`config.mk`:
```
export PLATFORM = sky130hd
export DESIGN_NAME = ocm_channel_writer
export DESIGN_NICKNAME = d
export VERILOG_FILES = /design/src/rtl/ocm_writer_pkg.sv /design/src/rtl/ocm_vec_buffer.sv /design/src/rtl/ocm_channel_writer.sv
export SDC_FILE = /design/constraint.sdc
export NUM_CORES = 1
export LEC_CHECK = 0
export ABC_AREA = 1
export CORE_ASPECT_RATIO = 0.5
export CORE_UTILIZATION = 50
export CTS_BUF_LIST = sky130_fd_sc_hd__clkbuf_8
export DETAILED_ROUTE_END_ITERATION = 10
export GPL_ROUTABILITY_DRIVEN = 0
export PLACE_DENSITY = 0.71
export SLEW_MARGIN = 10
export SYNTH_ARGS = -nofsm -noshare
export SYNTH_HDL_FRONTEND = slang
export SYNTH_SLANG_ARGS = --single-unit
```
`constraint.sdc`:
```
create_clock -name clk -period 7.3 [get_ports clk]
set_clock_uncertainty 0.05 [all_clocks]
set_input_delay 1.46 -clock clk [delete_from_list [all_inputs] [get_ports clk]]
set_output_delay 1.46 -clock clk [all_outputs]
set_load 0.05 [all_outputs]
```
`src/rtl/ocm_writer_pkg.sv`:
```
// ocm_writer_pkg: FSM states, default geometry and the frame address helper for ocm_channel_writer
package ocm_writer_pkg;
  localparam int DEF_NUM_CH      = 10;
  localparam int DEF_DATA_W      = 8;
  localparam int DEF_NUM_PIX     = 16;
  localparam int DEF_ADDR_W      = 17;
  localparam int DEF_BASE_ADDR   = 0;
  localparam int DEF_CLEAR_WORDS = 4001;
  typedef logic [2:0] state_t;
  localparam logic [2:0] S_CLEAR   = 3'd0;
  localparam logic [2:0] S_CAPTURE = 3'd1;
  localparam logic [2:0] S_DRAIN   = 3'd2;
  localparam logic [2:0] S_DONE    = 3'd3;
  localparam logic [2:0] S_HALT    = 3'd4;
  function automatic int ocm_addr_of(input int c, input int p, input int base = DEF_BASE_ADDR,
                                     input int npix = DEF_NUM_PIX);
    return base + c * npix + p;
  endfunction
endpackage

```
`src/rtl/ocm_vec_buffer.sv`:
```
// ocm_vec_buffer: NUM_PIX x NUM_CH word store, one whole vector written per beat, one word read by (pixel, channel)
module ocm_vec_buffer #(
  parameter int NUM_CH  = 10,
  parameter int DATA_W  = 8,
  parameter int NUM_PIX = 16,
  parameter int PW      = 4,
  parameter int CW      = 4
) (
  input  logic                     clk,
  input  logic                     we_i,
  input  logic [PW-1:0]            wp_i,
  input  logic [NUM_CH*DATA_W-1:0] wdata_i,
  input  logic [PW-1:0]            rp_i,
  input  logic [CW-1:0]            rc_i,
  output logic [DATA_W-1:0]        rdata_o
);
  logic [DATA_W-1:0] mem_q [NUM_PIX][NUM_CH];
  // Split the incoming vector into channel words, channel 0 taken from the MSBs; every slot is rewritten each frame so no reset is needed
  always_ff @(posedge clk)
    if (we_i)
      for (int c = 0; c < NUM_CH; c++) mem_q[wp_i][c] <= wdata_i[(NUM_CH-1-c)*DATA_W +: DATA_W];
  assign rdata_o = mem_q[rp_i][rc_i];
endmodule

```
`src/rtl/ocm_channel_writer.sv`:
```
// ocm_channel_writer: captures NUM_PIX channel vectors and writes them channel-major into OCM; define OCM_WRITER_CLEAR_EN for a post-reset zero-fill
module ocm_channel_writer
  import ocm_writer_pkg::*;
#(
  parameter int NUM_CH      = DEF_NUM_CH,
  parameter int DATA_W      = DEF_DATA_W,
  parameter int NUM_PIX     = DEF_NUM_PIX,
  parameter int ADDR_W      = DEF_ADDR_W,
  parameter int BASE_ADDR   = DEF_BASE_ADDR,
  parameter int CLEAR_WORDS = DEF_CLEAR_WORDS,
  parameter int AUTO_REARM  = 0
) (
  input  logic                     clk,
  input  logic                     reset,
  input  logic                     start,
  input  logic                     in_valid,
  input  logic [NUM_CH*DATA_W-1:0] in_data,
  output logic                     in_ready,
  output logic [DATA_W-1:0]        ocm_writedata,
  output logic [ADDR_W-1:0]        ocm_addr,
  output logic                     ocm_chipselect,
  output logic                     ocm_clken,
  output logic                     ocm_write,
  output logic                     busy,
  output logic                     done,
  output logic [15:0]              wr_count
);
  localparam int PW = NUM_PIX > 1 ? $clog2(NUM_PIX) : 1;
  localparam int CW = NUM_CH > 1 ? $clog2(NUM_CH) : 1;
`ifdef OCM_WRITER_CLEAR_EN
  localparam int KW = CLEAR_WORDS > 1 ? $clog2(CLEAR_WORDS) : 1;
  localparam logic [2:0] S_RST = S_CLEAR;
  logic [KW-1:0] clr_q, clr_d;
  logic clr_last;
  assign clr_last = clr_q == KW'(CLEAR_WORDS - 1);
`else
  localparam logic [2:0] S_RST = S_CAPTURE;
`endif
  if (longint'(BASE_ADDR) + longint'(NUM_CH) * longint'(NUM_PIX) > (longint'(1) << ADDR_W)) begin : g_addr_chk
    $error("ocm_channel_writer: frame image does not fit in ADDR_W address bits");
  end
  if (CLEAR_WORDS < 1 || longint'(CLEAR_WORDS) > (longint'(1) << ADDR_W)) begin : g_clr_chk
    $error("ocm_channel_writer: CLEAR_WORDS out of range");
  end
  state_t state_q, state_d;
  logic [PW-1:0] pix_q, pix_d;
  logic [CW-1:0] ch_q, ch_d;
  logic [ADDR_W-1:0] addr_q, addr_d;
  logic [DATA_W-1:0] wdata_q, wdata_d, rd;
  logic [15:0] wr_cnt_q, wr_cnt_d;
  logic write_q, write_d, done_q, done_d, in_ready_q, busy_q, en_q;
  logic beat, pix_last, ch_last;
  assign beat     = in_valid && in_ready_q;
  assign pix_last = pix_q == PW'(NUM_PIX - 1);
  assign ch_last  = ch_q == CW'(NUM_CH - 1);
  ocm_vec_buffer #(.NUM_CH(NUM_CH), .DATA_W(DATA_W), .NUM_PIX(NUM_PIX), .PW(PW), .CW(CW)) u_buf (
    .clk     (clk),
    .we_i    (beat),
    .wp_i    (pix_q),
    .wdata_i (in_data),
    .rp_i    (pix_q),
    .rc_i    (ch_q),
    .rdata_o (rd)
  );
  // Next-state and next-output decision; the pixel counter doubles as the inner drain index
  always_comb begin
    state_d  = state_q;
    pix_d    = pix_q;
    ch_d     = ch_q;
    addr_d   = addr_q;
    wdata_d  = wdata_q;
    write_d  = 1'b0;
    done_d   = 1'b0;
    wr_cnt_d = wr_cnt_q;
`ifdef OCM_WRITER_CLEAR_EN
    clr_d    = clr_q;
`endif
    case (state_q)
`ifdef OCM_WRITER_CLEAR_EN
      S_CLEAR: begin
        write_d = 1'b1;
        addr_d  = ADDR_W'(clr_q);
        wdata_d = '0;
        clr_d   = clr_last ? '0 : clr_q + 1'b1;
        state_d = clr_last ? S_CAPTURE : S_CLEAR;
      end
`endif
      S_CAPTURE: if (beat) begin
        pix_d   = pix_last ? '0 : pix_q + 1'b1;
        state_d = pix_last ? S_DRAIN : S_CAPTURE;
      end
      S_DRAIN: begin
        write_d  = 1'b1;
        addr_d   = ADDR_W'(ocm_addr_of(int'(ch_q), int'(pix_q), BASE_ADDR, NUM_PIX));
        wdata_d  = rd;
        wr_cnt_d = &wr_cnt_q ? wr_cnt_q : wr_cnt_q + 16'd1;
        pix_d    = pix_last ? '0 : pix_q + 1'b1;
        ch_d     = pix_last ? (ch_last ? '0 : ch_q + 1'b1) : ch_q;
        state_d  = pix_last && ch_last ? S_DONE : S_DRAIN;
      end
      S_DONE: begin
        done_d  = 1'b1;
        pix_d   = '0;
        state_d = AUTO_REARM != 0 ? S_CAPTURE : S_HALT;
      end
      S_HALT: state_d = start ? S_CAPTURE : S_HALT;
      default: state_d = S_RST;
    endcase
  end
  // Register state and every output so the RAM port sees each beat one cycle after the decision
  always_ff @(posedge clk or posedge reset)
    if (reset) begin
      state_q    <= S_RST;
      pix_q      <= '0;
      ch_q       <= '0;
      addr_q     <= '0;
      wdata_q    <= '0;
      wr_cnt_q   <= '0;
      write_q    <= 1'b0;
      done_q     <= 1'b0;
      in_ready_q <= 1'b0;
      busy_q     <= 1'b0;
      en_q       <= 1'b0;
`ifdef OCM_WRITER_CLEAR_EN
      clr_q      <= '0;
`endif
    end else begin
      state_q    <= state_d;
      pix_q      <= pix_d;
      ch_q       <= ch_d;
      addr_q     <= addr_d;
      wdata_q    <= wdata_d;
      wr_cnt_q   <= wr_cnt_d;
      write_q    <= write_d;
      done_q     <= done_d;
      in_ready_q <= state_d == S_CAPTURE;
      busy_q     <= state_d == S_CLEAR || state_d == S_CAPTURE || state_d == S_DRAIN;
      en_q       <= 1'b1;
`ifdef OCM_WRITER_CLEAR_EN
      clr_q      <= clr_d;
`endif
    end
  assign in_ready       = in_ready_q;
  assign ocm_writedata  = wdata_q;
  assign ocm_addr       = addr_q;
  assign ocm_chipselect = en_q;
  assign ocm_clken      = en_q;
  assign ocm_write      = write_q;
  assign busy           = busy_q;
  assign done           = done_q;
  assign wr_count       = wr_cnt_q;
endmodule
```
==> out/summary.txt <==
Outcome: finished, final reports clean
First-pass GRT wire length: 206000 um
Final nets: 4984
Final Max Slew Viols: 0
Largest net degree at the start of global routing: 219
Synth Area in Compound Gates: 6.093%
Drt initial violations: 4465
Port Buf Inserts: 121
Leak: 22.69 nW
Hold Path Sink: wr_count[15]
Ys flop type: edfxtp_1
Non-Filler Instances: 6477
Post-CTS Setup Bufs: 0
Syn Std Cell Area: 54690 um^2
Fillers: 8608
Yosys top cell area share: 70.28%
Async set-or-reset flop fraction in the synthesized netlist: 3.614%
Gate Count Post-Synth: 4791
Reg2reg setup slack: 3090 ps
Die Footprint: 110800 um^2
Largest family of logic cells by synthesized area: simple AND/OR/NAND/NOR gates
Register bit total from synthesis: 1328
Max Clk Rate: 0.2376 GHz
Reg2reg path depth: 13
Drt total wl: 136400 um
Final instance area: 60140 um^2
Worst Path Required: 8020 ps
Number of synthesized flops with an enable pin: 1280
I/O Pins: 131
Placed Area: 56850 um^2
Post-synthesis mux area share: 0%
Total Power: 0.02159 W
Cell variety after synth: 39
Total GRT Usage: 24.51%
Worst Tran Pin Value: 1202 ps
Adder-cell share of the synthesized area: 0.1373%
Cell Pwr Density: 359.0 nW/um^2
Seq/Total Area, Yosys: 72.48%
Site Rows: 85
Post-cts hold buffer count: 0
Yosys Warn Count: 0
RSZ-0062 raised after global routing: false
Crit path from: pix_q[0]
CTS root buf: clkbuf_8
Grt ovf: 0
Worst path arrival time: 4930 ps
Max FO, Critical Path: 80
Vias per cell: 5.563
Initial antenna violation count: 7
TritonCTS buffer count: 182
Post-Synth Simple-Gate Area: 15.67%
CP Capture Type: flop
Syn-to-layout area delta: 9.964%
Die height: 235.9 um
DRT antenna net count: 0
CTS tree: built
Number of detailed-route iterations in the first pass: 6
H-tree levels: 4
Min-delay src: wr_count[15]
Most area-hungry cell type in the Yosys netlist: edfxtp_1
Max_cap viols: 0
Vias: 36.03k
Most common cell after layout, fill and taps aside: edfxtp_1
Reg-to-Reg End: ocm_writedata[4]
CP Launch Type: flop
Mapped Avg Cell Area: 11.41 um^2
Starting Density: 50.66%
Final period util: 57.66%
Hpwl dp: 69200 um
Sink Count: 1328
Die X: 469.7 um
Share of layout cells above drive strength 1: 6.075%
Post-route DRC: 0
Vias in the first global route: 34.45k
Worst-path clk slew: 70 ps
Hold Path Class: reg -> reg
Core area: 107900 um^2
Maximum VDD drop: 377.4 uV
DR WL/cell: 21.06 um
TNS Setup: 0 ps
Final Setup Violations: 0
Worst r2r src: pix_q[0]
Synth area leaders: edfxtp_1, nand2_1, nor2_1
Hold Vio Cnt, Final: 0
Worst setup path class: reg -> reg
Hold path cells: 1
Most frequent cells in the layout: edfxtp_1, nand2_1, nor2_1
Clock buffer depth: 3
Placed insts: 6145
XOR/XNOR Fraction of Synth Area: 0.2562%
Core Util, Final: 55.71%
Clk_lat worst skew: 900 ps
Final Critical Period: 4209 ps
Headroom to the max-slew limit: 19.85%
Post-CTS resize count: 0
[kinds of logic after synthesis]
group | count (synthesis)
AND/OR/NAND/NOR | 2184
XOR/XNOR | 16
adder cells (fa/ha/maj) | 6
buffers and inverters | 619
flip-flops | 1328
other | 2
AO/OA/AOI/OAI | 636
[critical path, stage by stage (launching register included)]
cell,delay (ps)
dfrtp_4,850
buf_4,830
buf_4,810
nand2_1,120
nand3_1,120
nand2_1,60
nand2_1,50
nand2_1,70
nor2_1,360
nor2_1,100
nor2_1,120
nand3_1,100
nand3_1,240
a21oi_1,100
[area by class of cell]
type,count,area (um^2),area share (%)
tap,1435,1795,2.986
inverter,356,1363,2.266
antenna,5,12.51,0.02081
timing repair buffer,174,1759,2.925
clock buffer,185,2546,4.234
sequential,1328,39650,65.93
clock inverter,142,726.9,1.209
multi-input combinational,2852,12290,20.43
[report_power, final]
part           switching, W  internal, W  leakage [nW]
Sequential         0.000245      0.00904          12.2
Combinational       0.00516      0.00184          8.56
Clock               0.00286      0.00245          1.93
Total               0.00826       0.0133          22.7
[state kept, by name, summed over array words and instances, names as in the netlist, 3 cells and up]
| register | count |
|---|---|
| ch_q | 4 |
| ocm_addr | 8 |
| ocm_writedata | 8 |
| pix_q | 4 |
| state_q | 3 |
| u_buf.mem_q | 1280 |
| wr_count | 16 |
[per-layer routing]
layer  vias up  GRT usage, %  wire [um]
met5         -             0         12
met4         2         9.871       4099
met3       275         4.022      12190
met2      1831         38.99      63630
met1     17490         33.86      56480
li1      16430             -          -
[cell usage after synthesis, types with 2 or more instances]
cell type  count
dfrtp_1       47
nand2_1     1273
a22o_1         2
o22ai_1      104
nor3_1         2
nand2_2        2
nor3_4         2
nor2_4         2
o21ai_1      109
inv_1        347
conb_1         2
nand3_1      192
buf_4         41
ha_1           6
inv_4          2
clkbuf_1      63
nand4_1       24
buf_1          5
buf_8          2
buf_2        114
xor2_1         7
nor2_2         4
edfxtp_1    1280
xnor2_1        9
inv_2          2
nor2_1       680
o21ai_0      397
clkinv_1       5
buf_6         37
a21oi_1       20
[worst max-delay path by stage]
stage / endpoint / cells after the start
after floorplan: u_buf.mem_q[0][0] / 4
after global placement: u_buf.mem_q[1][47] / 6
after detailed placement: u_buf.mem_q[1][74] / 6
after CTS: ocm_writedata[4] / 13
after global routing: ocm_writedata[4] / 13
final: ocm_writedata[4] / 13
[metrics by stage]
step / hold slack (ps) / setup WS, ps
finish: 444.6 / 3091
global route: 474.4 / 2900
CTS: 448.5 / 3184
detailed placement: 436.6 / 2818
global placement: 419.8 / 2843
floorplan: 447.0 / 1614
(Power assumes the default switching activity.)
